## config.mk

```make
export PLATFORM = sky130hd
export DESIGN_NAME = a23_cache_flush_seq
export DESIGN_NICKNAME = d
export VERILOG_FILES = /design/src/rtl/a23_cache_flush_seq.sv
export SDC_FILE = /design/constraint.sdc
export NUM_CORES = 1
export LEC_CHECK = 0
export BUFFER_PORTS_ARGS = -buffer_cell sky130_fd_sc_hd__buf_4
export CAP_MARGIN = 20
export CORE_MARGIN = 2
export CORE_UTILIZATION = 44
export CTS_CLUSTER_DIAMETER = 30
export CTS_CLUSTER_SIZE = 14
export DETAILED_ROUTE_END_ITERATION = 10
export GPL_TIMING_DRIVEN = 1
export PLACE_DENSITY_LB_ADDON = 0.12
export SLEW_MARGIN = 20
export SYNTH_ARGS = -nofsm -noshare
export SYNTH_HDL_FRONTEND = slang
export SYNTH_SLANG_ARGS = --single-unit
```

## constraint.sdc

```tcl
create_clock -name i_clk -period 2.6 [get_ports i_clk]
set_clock_uncertainty 0.15 [all_clocks]
set_input_delay 0.39 -clock i_clk [delete_from_list [all_inputs] [get_ports i_clk]]
set_output_delay 0.39 -clock i_clk [all_outputs]
set_load 0.01 [all_outputs]
```

## src/rtl/a23_cache_flush_seq.sv

```systemverilog
// Cache flush sequencer: merges CP15 flush triggers, stalls the core, waits for the
// cache to go idle, then walks every line issuing invalidates over valid/ready.
module a23_cache_flush_seq #(
    parameter  int LINES  = 256,
    localparam int LINE_W = $clog2(LINES)
) (
    input  logic              i_clk,
    input  logic              i_rst,
    input  logic              i_flush_req,
    input  logic              i_cache_enable,
    input  logic [31:0]       i_disruptive_area,
    input  logic              i_access_valid,
    input  logic [31:0]       i_access_address,
    input  logic              i_cache_idle,
    input  logic              i_inv_ready,
    output logic              o_inv_valid,
    output logic [LINE_W-1:0] o_inv_index,
    output logic              o_stall,
    output logic              o_flush_busy,
    output logic              o_flush_done,
    output logic [15:0]       o_flush_count
);

    localparam logic [1:0] IDLE  = 2'd0;
    localparam logic [1:0] DRAIN = 2'd1;
    localparam logic [1:0] WALK  = 2'd2;
    localparam logic [1:0] DONE  = 2'd3;

    localparam logic [LINE_W-1:0] LAST = LINE_W'(LINES - 1);

    logic [1:0]        state;
    logic              pending;
    logic [LINE_W-1:0] index;
    logic              enable_q;
    logic [15:0]       count;

    logic enable_fall;
    logic area_hit;
    logic trigger;
    logic unused_addr;

    assign enable_fall = enable_q & ~i_cache_enable;
    // Only the low 64MB is split into 2MB disruptive regions.
    assign area_hit    = i_access_valid & i_cache_enable &
                         (i_access_address[31:26] == 6'd0) &
                         i_disruptive_area[i_access_address[25:21]];
    assign trigger     = i_flush_req | enable_fall | area_hit;
    assign unused_addr = ^i_access_address[20:0];

    always_ff @(posedge i_clk) begin
        if (i_rst) begin
            state    <= IDLE;
            pending  <= 1'b0;
            index    <= '0;
            enable_q <= 1'b0;
            count    <= 16'd0;
        end else begin
            enable_q <= i_cache_enable;
            case (state)
                IDLE: if (trigger) state <= DRAIN;
                // Triggers here are absorbed: the walk has not started yet.
                DRAIN: if (i_cache_idle) begin
                    state <= WALK;
                    index <= '0;
                end
                WALK: begin
                    if (trigger) pending <= 1'b1;
                    if (i_inv_ready) begin
                        if (index == LAST) state <= DONE;
                        else               index <= index + 1'b1;
                    end
                end
                DONE: begin
                    if (count != 16'hFFFF) count <= count + 16'd1;
                    pending <= 1'b0;
                    state   <= (pending | trigger) ? DRAIN : IDLE;
                end
                default: state <= IDLE;
            endcase
        end
    end

    assign o_inv_valid   = (state == WALK);
    assign o_inv_index   = index;
    assign o_stall       = (state != IDLE);
    assign o_flush_busy  = o_stall;
    assign o_flush_done  = (state == DONE);
    assign o_flush_count = count;

endmodule

```

Word level (Yosys, flattened, before mapping). Index checks and enable logic that the tools add are counted.

Multiplexer cells: 14. Add/subtract/negate cells: 2. Reduce and logical (&&, ||, !) cells: 9. Equal/unequal tests: 11. Magnitude comparators: 1. Bitwise logic cells: 8.

Operator list (number): 2-to-1 mux 8 bit (3); adder 16 x 1 -> 16 bit (second input constant) (1); != test 16 bit (second input constant) (1); one-hot mux 8 bit (2 select lines) (1); != test 2 bit (second input constant) (5); adder 8 x 1 -> 8 bit (second input constant) (1); equality test 8 bit (second input constant) (1); 2-to-1 mux 2 bit (4); one-hot mux 2 bit (4 select lines) (1); AND reduction 4 bit (2); logical NOT 6 bit (1); < comparator 5 x 6 -> 1 bit (second input constant) (1); nonzero test 2 bit (3); binary-select mux 1 bit (select 5 bit) (1); bitwise AND 1 bit (4); equality test 2 bit (second input constant) (2); AND reduction 2 bit (2); 2-to-1 mux 1 bit (3); bitwise OR 1 bit (3); equality test 2 x 1 -> 1 bit (second input constant) (1); logical NOT 2 bit (1); != test 2 x 1 -> 1 bit (second input constant) (1); one-hot mux 1 bit (2 select lines) (1); inverter 1 bit (1).

Input port bits: 71. Word-level logic and storage cells: 50. Flip-flop bits (word level): 28. Output and inout bits: 28.

Longest topological paths before layout. Gate-level depths: netlist (run 1).

Depth in word-level cells: 7. Gate-level depth with buffers: 7. Mapped depth without buffers: 7.

Worst setup path after synthesis (run 1). OpenSTA, ideal clock, no wires.

Path type: input-to-reg. From: input port i_access_address[21]. To: register state[0]. Arrival: 1714 ps. Path buffers: 1. Setup time: 122 ps. Stages on the path: 7. Path slack: 614 ps. Data required time: 2328 ps. Cells stage by stage: buf_2 mux4_2 nor2b_1 o2111ai_1 nand3_2 a211oi_2 o311a_1.

Cells in the longest elaborated chain, start to end: 7. Elaborated cells on any way between the ends: 9.

Ends and longest elaborated chain: start: declaration (line 13) `input logic [31:0] i_access_address,`; binary-select mux 1 bit (select 5 bit) * (line 46) `i_disruptive_area[i_access_address[25:21]];`; 2-to-1 mux 1 bit (implied by the code) * (line 46); bitwise AND 1 bit * (line 45) `(i_access_address[31:26] == 6'd0) &`; bitwise OR 1 bit * (line 47) `assign trigger = i_flush_req | enable_fall | area_hit;`; bitwise OR 1 bit (line 76) `state <= (pending | trigger) ? DRAIN : IDLE;`; 2-to-1 mux 1 bit (line 76); one-hot mux 2 bit (4 select lines) (line 59) `case (state)`; end signal: assignment (line 76); end: declaration (line 31) `logic [1:0] state;`.

Mark *: on every way between the ends. The rest lies on a longest branch, timed or not. The select of a mux whose other input is x is not followed. A chain may end at the register's enable or synchronous reset.

Worst setup path after layout (run 1).
From: register index[0] (netlist: o_inv_index[0]). To: register state[0].

Cells in the longest elaborated chain, start to end: 3.

Ends and longest elaborated chain: start: declaration (line 33) `logic [LINE_W-1:0] index;`; start signal: assignment (line 70) `else index <= index + 1'b1;`; equality test 8 bit (line 69) `if (index == LAST) state <= DONE;`; != test 2 x 1 -> 1 bit (no source line); AND reduction 4 bit (no source line).

No other way between the ends.

==> reports/metrics.sh, run 1 <==
RUN_STATUS='finished, final reports clean'
WORSTSKEWPAIRLATENCY_NS=0.28
FINAL-MAX-SLEW-VIOLATION-COUNT=0
SYNTH-ASYNC-RESET-RATIO_PCT=0
DPL.HPWL_UM=3351
YOSYSSEQAREASHARE_PCT=31.95
MAX_FREQ_GHz=0.4768
CTS_TREE='done'
GRT_START_MAX_NET_PINS=21
CRITICAL_PATH.MAX_FANOUT=5
FINAL_ANTENNA_NET_COUNT=0
COMMONEST_NON_FILL_NON_TAP_CELLS_IN_THE_LAYOUT='buf_4 (77), dfxtp_1 (28), nor2_1 (24)'
FINALCRITPERIODSHARE_PCT=80.66
PLACEABLECOREAREA_UM2=3744
ROUTE.DETAILED.VIAS_PER_INST=5.104
RSZ0062_AT_GRT='false'
FINAL.FILL_COUNT=357
FIRSTDRTPASSITERS=4
ROUTABILITYCONGESTION=0.7841
POST_SYNTH_NUM_CELL_TYPES=44
SWITCHING_SHARE_PCT=32.08
SWITCHINGPOWER_mW=0.4187
WORST_HOLD_PATH_TYPE='in2reg'
POWER.SEQUENTIAL.FRACTION_PCT=36.7
VDD_DROP_MAX_mV=0.3002
INTPOWER_mW=0.8864
CRITPATHREQUIREDTIME_NS=2.63
FINALWIRELENGTH_UM=4256
NET_TOTAL_IN_THE_FINAL_LAYOUT=357
SYNTHESIS.INSTANCES=203
IO_BUFFER_COUNT=77
GRT_FIRST_PASS_WIRELENGTH_UM=7072
POWER.LEAKAGE_nW=1.080
CTS_INSERTED_BUFFERS=3
LEAST_MARGIN_PIN_SLEW_NS=0.4576
CRITICAL_PATH_CLASS='reg2reg'
MAX_CAP_VIOLATIONS=0
SYN_NETS=280
ROUTED_LENGTH_PER_PLACED_INSTANCE_UM=13.02
GLOBAL_ROUTE.OVERFLOW_TOTAL=0
DIE-AREA_UM2=4508
FLOORPLAN.DIE.WIDTH_UM=67.14
NETLIST_AREA_UM2=1754
TIMING.CRITICAL_PATH.FROM_TYPE='flip-flop'
ANTENNADIODECOUNT=0
TOTAL_COUNT_OF_HOLD_CHECK_FAILURES_IN_THE_FINAL_REPORT=0
FIN_CRIT_NS=2.097
FINAL_COMMON_CELL='buf_4'
GRT_USE_TOTAL_PCT=20.29
TIMING.CRITICAL_PATH.ARRIVAL_NS=2.13
SYN_TO_FINAL_GROWTH_PCT=38.66
INITIAL_ANTENNA_VIOLATION_COUNT=0
TOTAL_NUMBER_OF_VIAS=1669
INITIAL_CORE_UTIL_PCT=46.86
NON_FILLER_INSTANCE_COUNT_AFTER_LAYOUT=327
NUM_ROWS=22
NUMBER_OF_BUFFERS_INSERTED_BY_HOLD_REPAIR_AT_CTS=0
CLKSLEWWORSTSETUPHOLDPATHS_NS=0.10
NUM_IO_PINS=99
SYN_AREA_PER_CELL_UM2=8.641
SETUP.WORST_PATH.END_CLASS='flip-flop'
TIMING.HOLD.WS_NS=0.2148
FRACTION_OF_FINAL_LAYOUT_CELLS_SIZED_BEYOND_DRIVE_STRENGTH_1_PCT=32.62
VIA_COUNT_OF_THE_FIRST_GLOBAL_ROUTING_PASS=1571
FINAL_CORE_UTIL_PCT=64.97
TRITONCTS_NUM_SINKS=28
SHARE_COMB_OF_TOTAL_POWER_PCT=36.9
DRCVIOLATIONCOUNT=0
SYNTH.YOSYS.WARNINGS=0
SYNTH-EDFF-COUNT=0
AREA_OCCUPIED_BY_MULTI_INPUT_GATES_UM2=1125
POST_CTS_RESIZE_COUNT=0
DIE_H_UM=67.14
YS_DOMINANT_REG_CELL='dfxtp_1'
CTS-ROOT-TO-SINK-BUFFERS=2
CLOCK_TREE.HTREE_LEVEL_COUNT=1
TOTAL_DESIGN_POWER_mW=1.305
REGAREA_UM2=560.5
MAX_SLEW_MARGIN_PCT=69.17
DRT_ITER0_DRC=105
POWERDENSITY_nW_PER_UM2=536.6
TOTAL_SETUP_BUFFERS_INSERTED_AFTER_CTS=0
LARGEST_AREA_CONTRIBUTOR_IN_THE_NETLIST='dfxtp_1'
PLACEDCELLCOUNT=323
NETLIST.AREA_LEADER.SHARE_PCT=31.95
CLOCK_POWER_SHARE_PCT=26.5
FIN_TNS_SETUP_NS=0
SYNTH-SEQ-CELLS=28
FINAL-SETUP-VIOL-COUNT=0
POST_SYNTH_MAIN_AREA_CONTRIBUTORS='dfxtp_1 (32%), xnor2_1 (5.5%), nor2_1 (5.1%), mux2i_1 (4.6%), ha_1 (4.3%)'
CLOCKROOTBUFFER='clkbuf_8'
==> stage by stage <==
step           cell area (µm²)  worst slack [ns]
5_1_grt                   2432            0.3522
3_5_place_dp              2361            0.3788
2_1_floorplan             1754            0.6144
4_1_cts                   2432            0.5222
3_3_place_gp              2361            0.3916
6_report                  2432            0.5028
==> power groups by stage <==
stage / Sequential, mW / Clock (mW) / Combinational, mW
finish: 0.479 / 0.345 / 0.481
global route: 0.482 / 0.375 / 0.536
floorplan: 0.484 / 0 / 0.326
CTS: 0.478 / 0.353 / 0.481
detailed placement: 0.488 / 0 / 0.478
global placement: 0.488 / 0 / 0.476
==> synthesized netlist by cell type (7+ instances only) <==
library cell / n
dfxtp_1: 28
nor2_1: 24
nand2_1: 19
nand3_1: 12
xnor2_1: 11
inv_1: 10
mux2i_1: 8
nor3_1: 8
nand4_1: 7
xor2_1: 7
==> final cells by class <==
cell class / instances / area share (%)
tap: 48 / 2.469
clock buffer: 3 / 1.698
sequential: 28 / 23.05
clock inverter: 1 / 1.235
multi-input combinational: 160 / 46.24
inverter: 10 / 1.543
timing repair buffer: 77 / 23.77
==> worst max-delay path, stage by stage (launching register included) <==
cell and delay [ns]:
dfxtp_1 0.40, ha_1 0.24, nand3_1 0.12, o31ai_1 0.35, nand2_1 0.18, nor3_1 0.16, nor2_1 0.06, o311a_1 0.34
==> kinds of logic (layout without fill, tap and decap cells) <==
family	Yosys count	after routing	share of synthesized area [%]
fa+ha+maj	6	6	4.279
xor+xnor	18	18	8.987
buf+inv	15	91	3.923
simple gates	93	93	27.03
compound gates	28	28	11.77
flops	28	28	31.95
mux	15	15	12.05
==> flip-flops by register name, indices dropped and copies added (netlist names) <==
| name | count |
|---|---|
| o_inv_index | 8 |
| state | 2 |
| pending | 1 |
| o_flush_count | 16 |
| enable_q | 1 |
==> path summary, 6_finish.rpt <==
path,end,startpoint,cells after the start,slack [ns]
worst min-delay path,enable_q,i_cache_enable,3,0.21
worst max-delay path,state[0],o_inv_index[0],7,0.50
worst max register to register,state[0],o_inv_index[0],7,0.50
worst min register to register,o_inv_index[1],o_inv_index[1],2,0.35
==> layer usage <==
metal | up-vias | global-route usage [%] | routed length, µm
li1 | 882 | - | -
met1 | 742 | 24.90 | 1942
met2 | 40 | 36.01 | 2030
met3 | 5 | 3.667 | 235
met4 | 0 | 6.122 | 48
met5 | - | 0 | 0
(Power assumes the default switching activity.)
==> inputs of run 2 (changes only) <==
CORE_UTILIZATION = 40   (was 44)
clock period = 1.85 ns   (was 2.6 ns; I/O delays follow)
==> reports/metrics.sh, run 2 (synthesis results as in run 1) <==
PLACEDCELLCOUNT=361  # +12%
CRITPATHMOSTFREQUENTCELL='o31ai_4'
PLACEABLECOREAREA_UM2=4294  # +15%
MAX_FREQ_GHz=0.5513  # +16%
SWITCHINGPOWER_mW=0.6537  # +56%
WORST_HOLD_PATH_TYPE='in2reg'
INITIAL_ANTENNA_VIOLATION_COUNT=0  # unchanged
POWER.LEAKAGE_nW=1.277  # +18%
RSZ0062_AT_GRT='true'
SHARE_COMB_OF_TOTAL_POWER_PCT=43.4  # +6.5 points
FINAL-SETUP-VIOL-COUNT=0  # unchanged
HOLD_PATH.STARTPOINT='i_cache_enable'
NUM_IO_PINS=99  # unchanged
GRT_START_MAX_NET_PINS=21  # unchanged
LEAST_MARGIN_PIN_SLEW_NS=0.3641  # -0.09354 ns
WORST-R2R-CELL-COUNT=7  # unchanged
SETUP.WORST_PATH.END_CLASS='flip-flop'
MAX_CAP_VIOLATIONS=0  # unchanged
FINAL-MAX-SLEW-VIOLATION-COUNT=0  # unchanged
SWITCHING_SHARE_PCT=31.99  # -0.095 points
SYN_TO_FINAL_GROWTH_PCT=60.70
FINAL.SETUP.WORST_SLACK_NS=0.03609  # -0.4667 ns
NET_TOTAL_IN_THE_FINAL_LAYOUT=394  # +10%
CTS-ROOT-TO-SINK-BUFFERS=2  # unchanged
CRITICAL_PATH_CLASS='reg2reg'
COMMONEST_NON_FILL_NON_TAP_CELLS_IN_THE_LAYOUT='buf_4 (113), nor2_1 (24), nand2_1 (18), dfxtp_1 (18)'
CLOCK_POWER_SHARE_PCT=23.4  # -3.1 points
FINALCRITPERIODSHARE_PCT=98.05  # +17 points
ROUTED_LENGTH_PER_PLACED_INSTANCE_UM=13.07  # +0.45%
CTS_TREE='done'
CRITPATHREQUIREDTIME_NS=1.89  # -0.74 ns
CRITICAL-PATH-TOP-DELAY-FAMILY='compound AO/OA/AOI/OAI gates'
CRITICAL-PATH-SLOWEST-CELL='dfxtp_2'
MAX_SLEW_MARGIN_PCT=75.62  # +6.5 points
DPL.HPWL_UM=3809  # +14%
REGTOREGSTARTPOINT='o_inv_index[1]'
NUM_ROWS=24  # +9.1%
RUN_STATUS='finished, final reports clean'
INTPOWER_mW=1.390  # +57%
POWER.SEQUENTIAL.FRACTION_PCT=33.1  # -3.6 points
TIMING.CRITICAL_PATH.DEPTH=7  # unchanged
VDD_DROP_MAX_mV=0.6216  # +110%
FLOORPLAN.DIE.WIDTH_UM=70.22  # +4.6%
TOTAL_COUNT_OF_HOLD_CHECK_FAILURES_IN_THE_FINAL_REPORT=0  # unchanged
CRITICAL_PATH.MAX_FANOUT=3  # -2
DRT_ITER0_DRC=43  # -59%
POWERDENSITY_nW_PER_UM2=724.9  # +35%
IO_BUFFER_COUNT=77  # unchanged
DETAILEDPLACE.WORSTSLACK_NS=-0.1814  # -0.5602 ns
VIA_COUNT_OF_THE_FIRST_GLOBAL_ROUTING_PASS=1797  # +14%
GRT_USE_TOTAL_PCT=18.52  # -1.8 points
HOLDPATHSTAGES=3  # unchanged
AREA_OCCUPIED_BY_MULTI_INPUT_GATES_UM2=1212  # +7.8%
INITIAL_CORE_UTIL_PCT=40.85  # -6.0 points
TIMING.CRITICAL_PATH.FROM_TYPE='flip-flop'
CLOCK_TREE.HTREE_LEVEL_COUNT=1  # unchanged
TIMING.CRITICAL_PATH.ARRIVAL_NS=1.86  # -0.27 ns
CRITICAL_PATH_BUF_INV_COUNT=1  # +1
REGAREA_UM2=573.1  # +2.2%
DRCVIOLATIONCOUNT=0  # unchanged
TOTAL_NUMBER_OF_VIAS=1901  # +14%
FINAL.FILL_COUNT=383  # +7.3%
ROUTE.DETAILED.VIAS_PER_INST=5.166  # +1.2%
CLOCKROOTBUFFER='clkbuf_8'
FINAL_COMMON_CELL='buf_4'
DIE-AREA_UM2=4931  # +9.4%
CTS_INSERTED_BUFFERS=3  # unchanged
CRITICAL-PATH-MAX-STAGE-DELAY_NS=0.36  # -0.04 ns
LARGEST_REGISTER_FFS=16  # unchanged
WORSTSKEWPAIRLATENCY_NS=0.27  # about the same
ANTENNADIODECOUNT=0  # unchanged
NON_FILLER_INSTANCE_COUNT_AFTER_LAYOUT=368  # +13%
ROUTABILITYCONGESTION=0.7903  # +0.79%
FINAL_ANTENNA_NET_COUNT=0  # unchanged
HOLD_PATH_END='enable_q'
DIE_H_UM=70.22  # +4.6%
FINALWIRELENGTH_UM=4811  # +13%
FF2FF_SETUP_SLACK_NS=0.04  # -0.47 ns
CLKSLEWWORSTSETUPHOLDPATHS_NS=0.10  # about the same
FRACTION_OF_FINAL_LAYOUT_CELLS_SIZED_BEYOND_DRIVE_STRENGTH_1_PCT=48.42  # +16 points
NUMBER_OF_BUFFERS_INSERTED_BY_HOLD_REPAIR_AT_CTS=0  # unchanged
GLOBAL_ROUTE.OVERFLOW_TOTAL=0  # unchanged
TRITONCTS_NUM_SINKS=28  # unchanged
REGTOREGENDPOINT='state[1]'
PATH_CELLS='ha_4 > nand3_4 > o31ai_4 > nand2_2 > buf_6 > o31ai_4 > mux2i_1'
FIRSTDRTPASSITERS=4  # unchanged
FIN_CRIT_NS=1.814  # -0.2833 ns
GRT_FIRST_PASS_WIRELENGTH_UM=7514  # +6.3%
run 2: final cells by class:
cell class / instances / area share (%)
Timing Repair Buffer: 114 / 30.49
Multi-Input combinational cell: 160 / 43.01
Inverter: 10 / 1.332
Tap cell: 52 / 2.308
Clock buffer: 3 / 1.465
Sequential cell: 28 / 20.33
Clock inverter: 1 / 1.065
run 2: metrics by stage:
step	total power, mW	util [%]	TNS, ns	cell area (µm²)	hold slack (ns)
5_1_grt	2.187	65.65	-0.1174	2819	0.09655
2_1_floorplan	1.144	-	0	1767	0.2620
3_5_place_dp	1.458	61.28	-0.5417	2631	0.3783
4_1_cts	1.953	63.00	-0.008602	2705	0.08884
3_3_place_gp	1.445	61.28	-0.3912	2631	0.3553
6_report	2.043	65.65	0	2819	0.09374
run 2: power groups by stage:
stage | clock network (mW) | logic (mW) | registers (mW)
3_3_place_gp | 0 | 0.764 | 0.681
6_report | 0.479 | 0.887 | 0.677
5_1_grt | 0.530 | 0.974 | 0.682
4_1_cts | 0.494 | 0.790 | 0.669
2_1_floorplan | 0 | 0.463 | 0.681
3_5_place_dp | 0 | 0.775 | 0.683
run 2: worst max-delay path by stage:
stage / from / to / slack [ns]
final: o_inv_index[1] / state[1] / 0.04
after global routing: o_inv_index[1] / state[0] / -0.06
after CTS: o_inv_index[0] / state[0] / -0.009
after detailed placement: i_access_address[23] / state[1] / -0.18
after global placement: i_access_address[23] / state[1] / -0.14
after floorplan: i_access_address[21] / state[0] / 0.02
run 2: worst register-to-register path: stages, from the launching register on:
cell     delay [ns]
dfxtp_2        0.36
ha_4           0.15
nand3_4        0.08
o31ai_4        0.31
nand2_2        0.12
buf_6          0.14
o31ai_4        0.21
mux2i_1        0.22
run 2: per-layer routing:
metal	wire length [µm]	global-route usage, %	up-vias
li1	-	-	959
met1	1964	21.18	899
met2	2623	35.53	39
met3	181	3.463	4
met4	41	3.419	0
met5	0	0	-
run 2: what timing repair did:
action,in CTS,in global routing
setup endpoints to repair,4,22
setup buffers,0,3
pin swaps,1,13
resized for setup,1,26
==> inputs of run 3 (changes only) <==
==> constraint.sdc (replaced) <==
create_clock -name i_clk -period 1.85 [get_ports i_clk]
set_clock_uncertainty 0.15 [all_clocks]
set_input_delay 0 -clock i_clk [delete_from_list [all_inputs] [get_ports i_clk]]
set_output_delay 0 -clock i_clk [all_outputs]
set_load 0.01 [all_outputs]
==> reports/metrics.sh, run 3 (synthesis results as in run 1) <==
CTS_INSERTED_BUFFERS=3  # unchanged
WORSTSKEWPAIRLATENCY_NS=0.28  # about the same
ROUTE.DETAILED.VIAS_PER_INST=5.104  # -1.2%
CRITICAL_PATH_CLASS='reg2reg'
INITIAL_CORE_UTIL_PCT=40.85  # unchanged
FIRSTDRTPASSITERS=4  # unchanged
FRACTION_OF_FINAL_LAYOUT_CELLS_SIZED_BEYOND_DRIVE_STRENGTH_1_PCT=46.50  # -1.9 points
NUM_IO_PINS=99  # unchanged
TOTAL_NUMBER_OF_VIAS=1868  # -1.7%
POWER.LEAKAGE_nW=1.261  # -1.2%
ANTENNADIODECOUNT=0  # unchanged
TIMING.CRITICAL_PATH.ARRIVAL_NS=1.79  # -0.07 ns
COMMONEST_NON_FILL_NON_TAP_CELLS_IN_THE_LAYOUT='buf_4 (108), nor2_1 (24), dfxtp_1 (20)'
SYN_TO_FINAL_GROWTH_PCT=60.27
WORST_HOLD_PATH_TYPE='in2reg'
TIMING.CRITICAL_PATH.FROM_TYPE='flip-flop'
CLKSLEWWORSTSETUPHOLDPATHS_NS=0.10  # about the same
FIN_CRIT_NS=1.772  # -0.04208 ns
FINAL-SETUP-VIOL-COUNT=0  # unchanged
FINAL_ANTENNA_NET_COUNT=0  # unchanged
INITIAL_ANTENNA_VIOLATION_COUNT=0  # unchanged
VDD_DROP_MAX_mV=0.4725  # -24%
SWITCHING_SHARE_PCT=31.72  # -0.27 points
FINAL-MAX-SLEW-VIOLATION-COUNT=0  # unchanged
TOTAL_DESIGN_POWER_mW=1.979  # -3.2%
ROUTABILITYCONGESTION=0.7669  # -3.0%
RSZ0062_AT_GRT='true'
CLOCK_TREE.HTREE_LEVEL_COUNT=1  # unchanged
NON_FILLER_INSTANCE_COUNT_AFTER_LAYOUT=366  # -0.54%
CTS-ROOT-TO-SINK-BUFFERS=2  # unchanged
TOTAL_COUNT_OF_HOLD_CHECK_FAILURES_IN_THE_FINAL_REPORT=0  # unchanged
NET_TOTAL_IN_THE_FINAL_LAYOUT=392  # -0.51%
MAX_CAP_VIOLATIONS=0  # unchanged
INTPOWER_mW=1.351  # -2.8%
LEAST_MARGIN_PIN_SLEW_NS=0.3541  # -0.01004 ns
FLOORPLAN.DIE.WIDTH_UM=70.22  # unchanged
FINALCRITPERIODSHARE_PCT=95.77  # -2.3 points
VIA_COUNT_OF_THE_FIRST_GLOBAL_ROUTING_PASS=1700  # -5.4%
POWERDENSITY_nW_PER_UM2=703.8  # -2.9%
NUM_ROWS=24  # unchanged
IO_BUFFER_COUNT=77  # unchanged
TIMING.HOLD.WS_NS=0.04707  # -0.04667 ns
LARGEST_REGISTER_FFS=16  # unchanged
DPL.HPWL_UM=3631  # -4.7%
MAX_SLEW_MARGIN_PCT=76.29  # +0.67 points
PLACEABLECOREAREA_UM2=4294  # unchanged
FIN_TNS_SETUP_NS=0  # unchanged
RUN_STATUS='finished, final reports clean'
SWITCHINGPOWER_mW=0.6277  # -4.0%
ROUTED_LENGTH_PER_PLACED_INSTANCE_UM=12.75  # -2.5%
CLOCKROOTBUFFER='clkbuf_8'
POWER.SEQUENTIAL.FRACTION_PCT=33.7  # +0.6 points
FINAL_COMMON_CELL='buf_4'
TRITONCTS_NUM_SINKS=28  # unchanged
PLACEDCELLCOUNT=357  # -1.1%
DRCVIOLATIONCOUNT=0  # unchanged
FINAL_CORE_UTIL_PCT=65.47  # -0.17 points
DIE-AREA_UM2=4931  # unchanged
CLOCK_POWER_SHARE_PCT=24.6  # +1.2 points
SETUP.WORST_PATH.END_CLASS='flip-flop'
CRITPATHREQUIREDTIME_NS=1.87  # -0.02 ns
DIE_H_UM=70.22  # unchanged
SHARE_COMB_OF_TOTAL_POWER_PCT=41.6  # -1.8 points
DRT_ITER0_DRC=60  # +40%
GRT_USE_TOTAL_PCT=18.52  # about the same
GLOBAL_ROUTE.OVERFLOW_TOTAL=0  # unchanged
CTS_TREE='done'
GRT_START_MAX_NET_PINS=21  # unchanged
CRITICAL_PATH.MAX_FANOUT=5  # +2
FINALWIRELENGTH_UM=4667  # -3.0%
GRT_FIRST_PASS_WIRELENGTH_UM=7521  # about the same
MAX_FREQ_GHz=0.5644  # +2.4%
[run 3: cell count changes in the layout (fill, tap and decap cells not counted), moves of 2 or more]
| cell | delta |
|---|---|
| dlygate4sd3_1 | +4 |
| dfxtp_2 | -2 |
| nor3_2 | +2 |
| nor3_1 | -2 |
| dfxtp_1 | +2 |
| buf_4 | -5 |
[run 3: final cells by class]
type | instances | area, µm²
multi-input combinational | 160 | 1216
sequential | 28 | 570.5
fill | 391 | 1483
clock buffer | 3 | 41.29
timing repair buffer | 112 | 850.8
clock inverter | 1 | 30.03
inverter | 10 | 37.54
tap | 52 | 65.06
[run 3: critical path, stage by stage, from the launching register on]
cell and delay, ns:
dfxtp_2 0.34, and4_1 0.21, nand4_1 0.21, o211ai_1 0.39
buf_4 0.19, xnor2_2 0.10, nor2_1 0.07
[run 3: what timing repair did]
action                                 4_1_cts  5_1_grt
pin swaps                                    0       10
setup endpoints to repair                    1       15
hold buffers                                 4        0
endpoints found under the hold margin       23        0
gates cloned                                 0        0
gates resized for setup                      1       22
buffers inserted                             0        1
[run 3: metal layers]
metal / track usage, % / share of wire (%) / vias up
li1: - / - / 955
met1: 24.05 / 44 / 858
met4: 5.769 / 1.5 / 0
met5: 0 / 0 / -
met2: 31.45 / 50 / 48
met3: 2.886 / 4.5 / 7
[run 3: power groups by stage]
stage / Sequential [mW] / Combinational, mW / Clock, mW
final: 0.667 / 0.824 / 0.487
after global routing: 0.673 / 0.913 / 0.531
after CTS: 0.662 / 0.784 / 0.501
after detailed placement: 0.677 / 0.774 / 0
after global placement: 0.675 / 0.769 / 0
after floorplan: 0.681 / 0.463 / 0
[run 3: worst paths after layout]
kind	start	to	slack, ns	cells after the start
worst min register to register	state[1]	state[1]	0.36	2
worst max-delay path	o_flush_count[9]	o_flush_count[6]	0.08	6
worst min-delay path	i_access_address[22]	pending	0.05	4
worst max register to register	o_flush_count[9]	o_flush_count[6]	0.08	6
[run 3: through the flow]
step / area, µm² / setup slack, ns
2_1_floorplan: 1764 / 0.01993
3_3_place_gp: 2601 / 0.03154
3_5_place_dp: 2601 / 0.01718
4_1_cts: 2718 / 0.001078
5_1_grt: 2811 / -0.03571
6_report: 2811 / 0.07817
